`src/rtl/result_stream.sv`:
```
// Streams the N-coefficient result memory out over AXI4-Stream after end_op rises.
// Define RESULT_STREAM_PACK2_EN to pack two coefficients per 32-bit beat.
module result_stream #(
   parameter int N = 541,
   parameter int q = 2048,
   localparam int CW = $clog2(q - 1),
   localparam int AW = ($clog2(N - 1) > 0) ? $clog2(N - 1) : 1
) (
   input  logic          clk,
   input  logic          rst,
   input  logic          end_op,
   output logic [AW-1:0] addr_e,
   output logic          en_e,
   input  logic [CW-1:0] data_e,
   output logic [31:0]   m_axis_tdata,
   output logic          m_axis_tvalid,
   input  logic          m_axis_tready,
   output logic          m_axis_tlast,
   output logic          busy,
   output logic          done
);

   localparam logic [AW-1:0] LAST_ADDR = AW'(N - 1);

   typedef enum logic [1:0] {IDLE, STREAM, DONE} state_t;

   state_t      state;
   logic        end_op_q;
   logic        armed;
   logic        all_issued;
   logic        dv;
   logic        dv_last;
   logic        skid_v;
   logic [31:0] skid_d;
   logic        skid_l;
`ifdef RESULT_STREAM_PACK2_EN
   logic          half_v;
   logic [CW-1:0] half_d;
`endif

   logic        pop;
   logic        trigger;
   logic [1:0]  cnt;
   logic [2:0]  free;
   logic        push;
   logic [31:0] push_d;
   logic        push_l;

   // en_e is decoded combinationally so the read lands one cycle earlier;
   // with that latency a 2-entry buffer is enough for one beat per cycle.
   always_comb begin
      pop     = m_axis_tvalid & m_axis_tready;
      trigger = (state == IDLE) & end_op & ~end_op_q & armed;
      cnt     = 2'(m_axis_tvalid) + 2'(skid_v);
      free    = 3'd2 - {1'b0, cnt} + {2'b0, pop};
      en_e    = (state == STREAM) && !all_issued && (free > {2'b0, dv});
      push_d  = '0;
      push_l  = dv_last;
`ifdef RESULT_STREAM_PACK2_EN
      push = dv & (half_v | dv_last);
      if (half_v) begin
         push_d[CW-1:0]  = half_d;
         push_d[16 +: CW] = data_e;
      end else begin
         push_d[CW-1:0] = data_e;
      end
`else
      push = dv;
      push_d[CW-1:0] = data_e;
`endif
   end

   always_ff @(posedge clk or negedge rst) begin
      if (!rst) begin
         state         <= IDLE;
         end_op_q      <= 1'b0;
         armed         <= 1'b0;
         all_issued    <= 1'b0;
         dv            <= 1'b0;
         dv_last       <= 1'b0;
         addr_e        <= '0;
         m_axis_tdata  <= '0;
         m_axis_tvalid <= 1'b0;
         m_axis_tlast  <= 1'b0;
         skid_v        <= 1'b0;
         skid_d        <= '0;
         skid_l        <= 1'b0;
         busy          <= 1'b0;
         done          <= 1'b0;
`ifdef RESULT_STREAM_PACK2_EN
         half_v        <= 1'b0;
         half_d        <= '0;
`endif
      end else begin
         end_op_q <= end_op;
         // A level already high out of reset must fall before it can trigger.
         if (!end_op)
            armed <= 1'b1;
         done    <= 1'b0;
         dv      <= en_e;
         dv_last <= en_e && (addr_e == LAST_ADDR);

         case (state)
            IDLE: begin
               if (trigger) begin
                  state      <= STREAM;
                  busy       <= 1'b1;
                  addr_e     <= '0;
                  all_issued <= 1'b0;
`ifdef RESULT_STREAM_PACK2_EN
                  half_v     <= 1'b0;
`endif
               end
            end
            STREAM: begin
               if (en_e) begin
                  if (addr_e == LAST_ADDR)
                     all_issued <= 1'b1;
                  else
                     addr_e <= addr_e + AW'(1);
               end
               if (pop && m_axis_tlast) begin
                  state <= DONE;
                  busy  <= 1'b0;
                  done  <= 1'b1;
               end
            end
            default: state <= IDLE;
         endcase

`ifdef RESULT_STREAM_PACK2_EN
         if (dv && !push) begin
            half_v <= 1'b1;
            half_d <= data_e;
         end else if (push) begin
            half_v <= 1'b0;
         end
`endif

         // Output register is the head of the buffer, skid is the second entry.
         if (!m_axis_tvalid || pop) begin
            if (skid_v) begin
               m_axis_tvalid <= 1'b1;
               m_axis_tdata  <= skid_d;
               m_axis_tlast  <= skid_l;
               skid_v        <= push;
               if (push) begin
                  skid_d <= push_d;
                  skid_l <= push_l;
               end
            end else if (push) begin
               m_axis_tvalid <= 1'b1;
               m_axis_tdata  <= push_d;
               m_axis_tlast  <= push_l;
            end else begin
               m_axis_tvalid <= 1'b0;
               m_axis_tlast  <= 1'b0;
            end
         end else if (push) begin
            skid_v <= 1'b1;
            skid_d <= push_d;
            skid_l <= push_l;
         end
      end
   end

endmodule

```
`config.mk`:
```
export PLATFORM = sky130hd
export DESIGN_NAME = result_stream
export DESIGN_NICKNAME = d
export VERILOG_FILES = /design/src/rtl/result_stream.sv
export SDC_FILE = /design/constraint.sdc
export NUM_CORES = 1
export LEC_CHECK = 0
export ABC_AREA = 1
export CORE_AREA = 2 2 83 85
export DETAILED_ROUTE_END_ITERATION = 16
export DIE_AREA = 0 0 85 87
export HOLD_SLACK_MARGIN = 0.02
export PLACE_DENSITY_LB_ADDON = 0.1
export REMOVE_ABC_BUFFERS = 1
export SYNTH_ARGS = -nofsm -noshare
export SYNTH_HDL_FRONTEND = slang
export SYNTH_SLANG_ARGS = --single-unit
```
`constraint.sdc`:
```
create_clock -name clk -period 7.1 [get_ports clk]
set_input_delay 1.42 -clock clk [delete_from_list [all_inputs] [get_ports clk]]
set_output_delay 1.42 -clock clk [all_outputs]
set_load 0.01 [all_outputs]
```
==> results.toml <==
[pwr]
p_leak_nw = 1.31
irDropWorstVdd_uv = 167
p_per_area_mw_per_mm2 = 368

[synthesis]
avgSynthCellArea_um2 = 8.53
synth_area_leaders = "dfrtp_1, nand2_1, buf_4"
ys_seq_area_share_pct = 48.0
ys_warn_count = 0
ys_seq_elements = 45
synth_area_mm2 = 0.00235
synth_cells = 275
synth.top_cell.area_share_pct = 48.0
synth_top_area_cell = "dfrtp_1"
ys_types = 31

[cells_and_area]
insertedDiodeCount = 0
area_delta_synth_final_pct = 20.1
fillers = 659
utilization_pct = 42.9
fin_nets = 332
drive_gt1_share_pct = 11.8
finalNonFillerCells = 394

[setup_path]
required_ns = 5.68
max_stage_delay_ns = 0.53
cp_cell_sequence = "clkdlybuf4s50_1, nand2_1, inv_1, fa_1, inv_1, ha_1, o21bai_1, nand3_2, inv_1, clkdlybuf4s50_1"
arrival_ns = 3.64
path_class = "primary input to output pin"
crit_top_cell = "inv_1"
cp_slowest_cell = "clkdlybuf4s50_1"
start_kind = "primary input"
cp-end-kind = "output pin"
crit_fanout = 3

[sta]
period_share_pct = 71.3
fin_skew_ns = 0.00905
finalSetupViolations = 0
worst_slew_pin_slew_ns = 1.02
hold_viol = 0
maxSlewViolCount = 0
clock.fmax_mhz = 197
tns_ns = 0
min_period_ns = 5.06
rsz0062_at_grt = "false"
max_slew_margin_pct = 31.9

[clocking]
numClockSinks = 45
ctsRootBufferMaster = "clkbuf_8"
htreeDepth = 2
cts_buffers = 5
clock_path_buffers = 2
cts-resized-gates = 0
path_clk_slew_ns = 0.08
cts_setup_buffers = 0
cts_hold_buf = 0
clkLatencyLatePin_ns = 0.29
cts_tree = "done"

[die]
start_util_pct = 35.7
core.rowCount = 30
ios = 62
dieArea_mm2 = 0.00740
fp.dieW_um = 85
core_mm2 = 0.00657
die_h_um = 87

[drt]
final_antenna_net_count = 0
drtPass1Iterations = 4
vias = 1731
viasPerCell = 4.39
drc = 0
wl_per_cell_um = 11.3
wl_um = 4460
drtIter0Drc = 96

[global_routing]
grt_pass1_wl_um = 7840
antenna_found_initial = 0
grt_util_all_layers_pct = 13.3
overflow = 0
grt_start_max_net_pins = 46
grt_pass1_vias = 1683

[flow_run]
cap_violations = 0

[outcome]
status = "finished clean"

[hold_path]
holdCritPathClass = "flip-flop to flip-flop"

[placement]
numPortBuffers = 40
dpl.hpwl_um = 3050
place_congestion = 0.693
dp_cells = 386
==> placed cells by master, fill, tap and decap left out, drive strengths merged <==
master,synthesis,final
nand2,73,73
dfrtp,45,45
clkdlybuf4s50,0,39
inv,32,32
o21ai,26,26
nor2,25,25
conb,1,21
nand3,15,15
a31oi,11,11
clkbuf,2,6
a21oi,3,3
ha,3,3
or2,3,3
o21bai,2,2
nor3,2,2
nand4,2,2
a21boi,1,1
nand3b,1,1
fa,1,1
bufinv,0,1
clkinv,0,1
buf,27,1
==> worst max-delay path: cells and delay by family <==
family / cells / cell delay [ns]
buf+inv: 5 / 1.14
fa+ha+maj: 2 / 0.73
compound gates: 1 / 0.17
simple gates: 2 / 0.19
==> path summary, 6_finish.rpt <==
check / startpoint / endpoint / slack [ns] / depth (start not counted)
setup / recovery: m_axis_tready / en_e / 2.04 / 10
max in group asynchronous: rst / addr_e[0] / 5.16 / 1
min in group asynchronous: rst / skid_d[9] / 1.29 / 1
hold reg to reg: armed / armed / 0.48 / 2
setup reg to reg: skid_v / addr_e[8] / 4.26 / 10
hold / removal: armed / armed / 0.48 / 2
==> cells in the mapped netlist <==
cell,number
a21oi_1,3
inv_1,27
buf_4,21
ha_1,3
nand4_4,1
clkbuf_1,2
o21ai_0,15
o21ai_2,9
or2_2,2
nand3_1,14
nor2_2,3
or2_1,1
nand3_2,1
nand2_1,68
buf_12,1
nand4_2,1
nor2_4,2
nor3_1,2
dfrtp_1,45
buf_2,5
nand2_4,1
fa_1,1
inv_2,5
conb_1,1
o21ai_1,2
nor2_1,20
nand3b_1,1
nand2_2,4
a21boi_1,1
o21bai_1,2
a31oi_1,11
==> per-layer routing <==
| metal | global-route usage [%] | share of wire [%] | up-vias |
|---|---|---|---|
| met5 | 0 | 0 | - |
| li1 | - | - | 905 |
| met2 | 21.7 | 46 | 37 |
| met4 | 3.46 | 0.65 | 0 |
| met3 | 4.27 | 4.5 | 2 |
| met1 | 17.1 | 49 | 787 |
==> state kept, by name, summed over array words and instances, names as in the netlist <==
signal         count
dv_last            1
addr_e            10
state              2
m_axis_tvalid      1
dv                 1
busy               1
end_op_q           1
armed              1
skid_d            11
skid_v             1
all_issued         1
done               1
skid_l             1
m_axis_tlast       1
m_axis_tdata      11
==> logic make-up after synthesis <==
| logic type | Yosys count | share of synthesized area, % |
|---|---|---|
| AOI/OAI and AO/OA | 43 | 11.5 |
| other | 1 | 0.160 |
| and+or+nand+nor | 121 | 23.8 |
| buffers and inverters | 61 | 14.1 |
| adders and majority gates | 4 | 2.45 |
| DFF | 45 | 48.0 |
==> power by group <==
| group | leakage, nW | internal, mW | switching, mW |
|---|---|---|---|
| registers | 0.558 | 0.342 | 0.0634 |
| logic | 0.695 | 0.185 | 0.252 |
| clock network | 0.0554 | 0.106 | 0.0880 |
| total | 1.31 | 0.633 | 0.403 |
==> cell type report <==
cell class              instances  area, um2  share of cell area, %
well taps                      80        100                   3.55
repair buffers                 40        395                   14.0
inverters                      32        120                   4.26
multi-input cells             189        965                   34.2
clock inverters                 2       38.8                   1.38
clock buffers                   6       72.6                   2.58
flip-flops and latches         45       1130                   40.0
==> metrics by stage <==
| stage | worst slack, ns | hold WS, ns | total power, mW | area [um2] |
|---|---|---|---|---|
| finish | 2.04 | 0.483 | 1.04 | 2820 |
| global route | 1.90 | 0.520 | 1.13 | 2820 |
| CTS | 2.02 | 0.488 | 1.06 | 2820 |
| detailed placement | 2.02 | 0.468 | 0.858 | 2710 |
| global placement | 2.04 | 0.462 | 0.851 | 2710 |
| floorplan | 3.05 | 0.447 | 0.671 | 2210 |
Note: power is estimated with default switching activity, not from simulation.
